==> src/rtl/fifo.sv <==
// Purpose : single-clock synchronous FIFO, DEPTH x WIDTH, registered read data.
// Latency : an accepted read presents the word on code one edge later; flags update with count.
// Backpr. : writes while full are dropped unless a read happens in the same cycle; reads while empty are ignored.
//
// Ports:
//   clock      rising-edge clock for all state
//   reset      synchronous active-high reset
//   data       write data, captured when a write is accepted
//   wr_enable  write request, one word per cycle while high
//   rd_enable  read request, one word per cycle while high
//   code       registered read data, holds the last word read
//   full       registered, high when DEPTH words are stored
//   empty      registered, high when no words are stored
module fifo #(
    parameter int WIDTH = 4,
    parameter int DEPTH = 16
) (
    input  logic             clock,
    input  logic             reset,
    input  logic [WIDTH-1:0] data,
    input  logic             wr_enable,
    input  logic             rd_enable,
    output logic [WIDTH-1:0] code,
    output logic             full,
    output logic             empty
);

    localparam int AW = $clog2(DEPTH);
    localparam logic [AW:0] FULL_CNT = (AW + 1)'(DEPTH);

    logic [WIDTH-1:0] mem [DEPTH];
    logic [AW-1:0]    wr_ptr;
    logic [AW-1:0]    rd_ptr;
    logic [AW:0]      count;
    logic [AW:0]      count_nxt;
    logic             rd_acc;
    logic             wr_acc;

    // A read while full frees a slot at the same edge, so the write is taken too.
    assign rd_acc = rd_enable && !empty;
    assign wr_acc = wr_enable && (!full || rd_enable);

    always_comb begin
        count_nxt = count;
        case ({wr_acc, rd_acc})
            2'b10:   count_nxt = count + (AW + 1)'(1);
            2'b01:   count_nxt = count - (AW + 1)'(1);
            default: count_nxt = count;
        endcase
    end

    // Storage is not cleared by reset; stale entries are unreachable because
    // the pointers and count restart from zero.
    always_ff @(posedge clock) begin
        if (!reset && wr_acc) begin
            mem[wr_ptr] <= data;
        end
    end

    always_ff @(posedge clock) begin
        if (reset) begin
            wr_ptr <= '0;
            rd_ptr <= '0;
            count  <= '0;
            code   <= '0;
            full   <= 1'b0;
            empty  <= 1'b1;
        end else begin
            if (wr_acc) begin
                wr_ptr <= wr_ptr + AW'(1);
            end
            if (rd_acc) begin
                code   <= mem[rd_ptr];
                rd_ptr <= rd_ptr + AW'(1);
            end
            count <= count_nxt;
            full  <= (count_nxt == FULL_CNT);
            empty <= (count_nxt == '0);
        end
    end

endmodule

==> config.mk <==
export PLATFORM = sky130hd
export DESIGN_NAME = fifo
export DESIGN_NICKNAME = d
export VERILOG_FILES = /design/src/rtl/fifo.sv
export SDC_FILE = /design/constraint.sdc
export NUM_CORES = 1
export LEC_CHECK = 0
export ABC_AREA = 1
export BUFFER_PORTS_ARGS = -buffer_cell sky130_fd_sc_hd__clkbuf_2
export CAP_MARGIN = 40
export CORE_ASPECT_RATIO = 1.75
export CORE_MARGIN = 3
export CORE_UTILIZATION = 40
export DETAILED_ROUTE_END_ITERATION = 10
export PLACE_DENSITY_LB_ADDON = 0.08
export SYNTH_ARGS = -nofsm -noshare
export SYNTH_HDL_FRONTEND = slang
export SYNTH_SLANG_ARGS = --single-unit
==> constraint.sdc <==
create_clock -name clock -period 2.1 [get_ports clock]
set_input_delay 0.21 -clock clock [delete_from_list [all_inputs] [get_ports clock]]
set_output_delay 0.21 -clock clock [all_outputs]
set_load 0.01 [all_outputs]
==> results of run 1 <==
## flip-flops by register name, indices dropped and copies added, names as in the netlist
signal / flops
code: 4
full: 1
mem: 64
count: 5
empty: 1
rd_ptr: 4
wr_ptr: 4
## cell type report
cell class	count	area, um2
multi-input cells	207	1080
well taps	117	146
fillers	852	4630
clock buffers	14	264
flip-flops and latches	83	2300
repair buffers	25	155
inverters	37	139
clock inverters	2	10.0
## cell usage in the layout, fill, tap and decap left out, drive strengths merged, types with 7 or more instances in the layout
cell,count
a21oi,8
buf,12
clkbuf,27
dfxtp,19
edfxtp,64
ha,7
inv,36
nand2,32
nand3,22
nor2,62
nor3,9
o21ai,44
o221ai,10
## worst min path at each step
stage                  start        end  slack [ns]  cells past startpoint
floorplan              reset  wr_ptr[3]        0.29                      1
global placement    count[3]   count[3]        0.50                      2
detailed placement  count[3]   count[3]        0.50                      2
CTS                    reset   count[2]        0.30                      3
global route           reset   count[2]        0.33                      3
finish                 reset   count[2]        0.29                      3
## cells by family after synthesis
family | count (synthesis)
AO/OA/AOI/OAI | 71
adder cells (fa/ha/maj) | 7
XOR/XNOR | 2
buffers and inverters | 49
flip-flops | 83
AND/OR/NAND/NOR | 127
## per-layer routing
| layer | global-route usage [%] | up-vias | share of wire [%] |
|---|---|---|---|
| met5 | 0 | - | 0 |
| met4 | 11.9 | 0 | 5.0 |
| met3 | 2.61 | 25 | 2.8 |
| met2 | 33.7 | 60 | 56 |
| met1 | 18.8 | 1197 | 36 |
| li1 | - | 1234 | - |
## through the flow
stage / std cells / utilization [%] / area (um2) / power, uW
final: 485 / 47.0 / 4100 / 3930
after global routing: 485 / 47.0 / 4100 / 4100
after CTS: 485 / 47.0 / 4100 / 3960
after detailed placement: 469 / 43.8 / 3820 / 2540
after global placement: 469 / 43.8 / 3820 / 2540
after floorplan: 339 / - / 3580 / 2320
## report_power, final
part           internal, uW  total, uW  switching [uW]  leakage [uW]
Sequential             1830       1870            43.4      0.000732
Combinational           196        626             431      0.000636
Clock                   862       1430             572      0.000137
## worst register-to-register path: cells and delay by family (launching register included)
kind,cells,cell delay (ns)
AO/OA/AOI/OAI,1,0.19
buffers and inverters,2,0.22
flip-flops,1,0.32
AND/OR/NAND/NOR,2,0.66
==> reports/metrics.yaml, run 1 <==
std_cell_rows: 45
max_freq_mhz: 570
drcViolationCount: 0
port_buffers: 13
pre_cts_ws_ns: 0.265
async_flop_share_pct: 0
synth_enable_flop_cells: 64
grt_pass1_wl_um: 13700
slew_headroom_pct: 59.8
critPathKind: "reg2reg"
post-cts-setup-buffers: 0
total_leakage_power_uw: 0.00151
cp.required_ns: 2.07
ys_ff_latch: 83
clkSlewWorstSetupHoldPaths_ns: 0.06
drive_above_1_share_pct: 14.7
area_delta_synth_final_pct: 14.5
dieHeight_um: 131
finalHoldViolCount: 0
start_util_pct: 41.0
crit_family: "simple AND/OR/NAND/NOR gates"
drt-vias-per-instance: 5.19
place_hpwl_um: 6240
reg2reg_slack_ns: 0.35
yosys-top-cells-area: "edfxtp_1 (54%), dfxtp_1 (11%), nor2_1 (6.4%)"
crit_buf_inv: 2
syn_area_um2: 3580
dieArea_um2: 10200
antenna_found_initial: 0
ant_nets: 0
yosysUniqueCellTypes: 28
path_cells: "a21oi_2 -> inv_2 -> nor2_1 -> inv_1 -> nor3_1"
worstMarginPinSlew_ns: 0.599
arrival_ns: 1.72
synth_compound_area_share_pct: 11.7
ys_top_cells_by_count: "edfxtp_1 (64), nor2_1 (61), o21ai_0 (43)"
ir_drop_uv: 481
synth_flop_cell: "edfxtp_1"
cts_max_level: 3
synth_top_family_by_area: "simple AND/OR/NAND/NOR gates"
core-area_um2: 8730
root_buffer: "clkbuf_16"
finalMaxSlewViolations: 0
r2r_cells: 5
worstSetupStartpointType: "register"
slowest_delay_ns: 0.49
final-setup-viol-count: 0
syn_inst: 339
synth_top_area_share_pct: 53.7
path_depth: 5
r2r-end: "mem[12][2]"
cts.sink_count: 83
maxCapViolCount: 0
syn_area_per_cell_um2: 10.6
yosys.area_share.simple_pct: 15.4
final.min_clock_period_ns: 1.75
drtIter0Drc: 140
worstSetupEndpoint: "mem[12][2]"
grt-ovfl-total: 0
powerDensity_nw_per_um2: 959
worstPathMaxFanout: 6
cts_tree: "yes"
yosysMostFrequentCell: "edfxtp_1"
finalNetCount: 378
yosys_warnings: 0
synth_top_area_cell: "edfxtp_1"
hold_class: "in2reg"
insertion_delay_ns: 0.34
synth_fa_ha_area_share_pct: 2.45
end_kind: "register"
timing.final.crit_share_pct: 83.5
routed_wl_um: 8710
yosys-mux-area-fraction_pct: 0
vias: 2516
numCtsBuffers: 9
crit-reg2reg-launch: "full"
diodes: 0
rsz0062_at_grt: "false"
setup_tns_ns: 0
hold_buffers: 0
grt_pass1_vias: 2518
synth_xor_xnor_area_share_pct: 0.699
synthesis.nets: 354
cts_resized: 0
startpoint: "full"
status: "finished, final reports clean"
routedWlPerCell_um: 18.0
cts.path.max_buffers: 2
fin_worst_skew_ns: 0.00343
grt_max_degree: 32
cp_slowest_cell: "nor3_1"
finalWorstSetupSlack_ns: 0.347
grt_usage_pct: 18.3
pin_count: 14
gp_congestion: 0.842
die_w_um: 77.5
ys_seq_area_share_pct: 64.3
hold_ws_ns: 0.292
drt_pass1_iterations: 4
No activity file was read; power rests on OpenSTA's default activity.
==> run 2: changes to the inputs <==
Settings changed: ABC_AREA 1 to 0.
Clock period 2.1 ns to 1.7 ns, I/O delays scaled along.
==> reports/metrics.yaml, run 2 <==
worstSetupStartpointType: "register"
synth_xor_xnor_area_share_pct: 2.72
synthesis.nets: 244
final_cell_mix: "edfxtp_1 (64), buf_4 (23), mux4_2 (17), dfxtp_1 (17), nor2_1 (16)"
r2r_cells: 8
start_util_pct: 41.8
ant_nets: 0
ys_ff_latch: 83
total_leakage_power_uw: 0.00153
fin_worst_skew_ns: 0.00446
drt_pass1_iterations: 7
grt_pass1_vias: 2077
insertion_delay_ns: 0.33
hold_class: "in2reg"
vias: 1987
cts_max_level: 3
final.min_clock_period_ns: 1.97
yosys-mux-area-fraction_pct: 12.4
die_w_um: 77.1
dieArea_um2: 10100
synth_flop_cell: "edfxtp_1"
root_buffer: "clkbuf_16"
antenna_found_initial: 0
grt_max_degree: 20
yosysUniqueCellTypes: 39
diodes: 0
p_sw_uw: 1250
final-setup-viol-count: 9
numCtsBuffers: 9
critPathKind: "reg2reg"
finalWorstSetupSlack_ns: -0.267
p_int_uw: 3830
port_buffers: 13
end_kind: "register"
finalMaxSlewViolations: 0
max_freq_mhz: 508
syn_inst: 229
cts_tree: "yes"
p_sw_share_pct: 24.6
yosysMostFrequentCell: "edfxtp_1"
syn_area_um2: 3540
drtIter0Drc: 129
seq_power_share_pct: 46.1
ir_drop_uv: 570
worstPathMaxFanout: 3
core-area_um2: 8480
pin_count: 14
synth_top_area_cell: "edfxtp_1"
utilization_pct: 51.3
async_flop_share_pct: 0
rsz0062_at_grt: "true"
cp.required_ns: 1.92
powerDensity_nw_per_um2: 1170
cts.sink_count: 83
reg2reg_slack_ns: -0.27
std_cell_rows: 44
ys_top_cells_by_count: "edfxtp_1 (64), dfxtp_1 (19), nor2_1 (17)"
worstMarginPinSlew_ns: 0.345
min_to: "mem[4][1]"
grt_pass1_wl_um: 11200
syn_area_per_cell_um2: 15.5
pwr-share-clk_pct: 33.1
place_hpwl_um: 4970
timing.final.crit_share_pct: 116
reg_top3: "mem: 64 flops, count: 5 flops"
hold_buffers: 0
layout_commonest_cell: "edfxtp_1"
slew_headroom_pct: 77.0
grt_usage_pct: 15.3
drcViolationCount: 0
synth_compound_area_share_pct: 4.73
drt-vias-per-instance: 5.03
yosys_warnings: 0
routed_wl_um: 6970
clkSlewWorstSetupHoldPaths_ns: 0.06
n_fill_cell: 759
grt-ovfl-total: 0
status: "finished with violations"
dp.cells: 372
crit-reg2reg-launch: "empty"
fin_cells: 395
final_area_um2: 4350
cp_slowest_cell: "dfxtp_2"
arrival_ns: 2.19
place_area_um2: 3930
dieHeight_um: 130
crit_buf_inv: 0
synth_enable_flop_cells: 64
r2r-end: "full"
path_cells: "nor3b_4 -> xor2_1 -> ha_2 -> nor2b_4 -> a311oi_1 -> a211oi_2 -> xnor2_1 -> and4bb_2"
pre_cts_ws_ns: -0.283
gp_congestion: 0.783
drive_above_1_share_pct: 40.0
slowest_delay_ns: 0.34
largest_reg_flops: 64
routedWlPerCell_um: 17.6
synth_top_family_by_area: "multiplexers"
cts.path.max_buffers: 2
finalNetCount: 290
pwr-share-comb_pct: 20.8
failed_checks: "setup timing"
area_delta_synth_final_pct: 22.8
synth_top_area_share_pct: 54.3
hold_depth: 1
regMostFlops: "mem"
yosys-top-cells-area: "edfxtp_1 (54%), dfxtp_1 (11%), mux4_2 (6.4%)"
synth_fa_ha_area_share_pct: 2.47
total_power_uw: 5080
yosys.area_share.simple_pct: 10.3
hold_start: "data[1]"
maxCapViolCount: 0
ys_seq_area_share_pct: 65.0
finalHoldViolCount: 0
crit_family: "simple AND/OR/NAND/NOR gates"
## run 2: cell count changes after synthesis, moves of 8 or more
| cell | change |
|---|---|
| nor3_1 | -8 |
| nand2_1 | -19 |
| o21ai_0 | -41 |
| o221ai_1 | -10 |
| mux4_2 | +10 |
| and2_1 | +12 |
| nand3_1 | -17 |
| inv_1 | -24 |
| nor2_1 | -44 |
## run 2: cell families (layout without fill, tap and decap cells)
family,Yosys count,after routing
AOI/OAI and AO/OA,26,26
muxes,20,20
xor gates and xnor gates,11,11
DFF,83,83
adders and majority gates,7,7
and+or+nand+nor,66,66
buffers and inverters,16,67
## run 2: final cells by class
cell class,instances,area [um2],area share [%]
flip-flops and latches,83,2310,53.1
repair buffers,46,388,8.92
inverters,5,18.8,0.432
clock buffers,13,240,5.53
multi-input cells,130,1230,28.4
clock inverters,3,15.0,0.345
well taps,115,144,3.31
## run 2: per-stage QoR
stage	TNS, ns	hold WS [ns]
finish	-1.16	0.265
detailed placement	-2.00	0.448
global placement	-1.52	0.442
floorplan	-0.952	0.269
global route	-1.86	0.295
CTS	-1.20	0.273
## run 2: layer usage
metal | global-route usage [%] | wire length [um]
met5 | 0 | 0
met4 | 9.22 | 306
met3 | 3.64 | 204
met2 | 27.5 | 3670
met1 | 16.1 | 2790
## run 2: worst max-delay path by stage
| stage | startpoint | to | slack (ns) | cells past startpoint |
|---|---|---|---|---|
| final | empty | full | -0.27 | 8 |
| after global placement | full | full | -0.26 | 8 |
| after CTS | empty | full | -0.25 | 8 |
| after floorplan | empty | full | -0.32 | 8 |
| after detailed placement | empty | full | -0.28 | 8 |
| after global routing | empty | full | -0.35 | 8 |
## run 2: what timing repair did
action	CTS	global route
cloned	1	0
resized for setup	21	21
buffers inserted	6	1
pin swaps	20	4
setup endpoints to repair	41	53
endpoints found under the hold margin	0	0
## run 2: power groups by stage
stage,sequential [uW],clock [uW],combinational (uW)
after detailed placement,2370,0,890
after CTS,2340,1730,1040
after floorplan,2370,0,554
after global routing,2350,1800,1160
final,2340,1680,1060
after global placement,2370,0,889
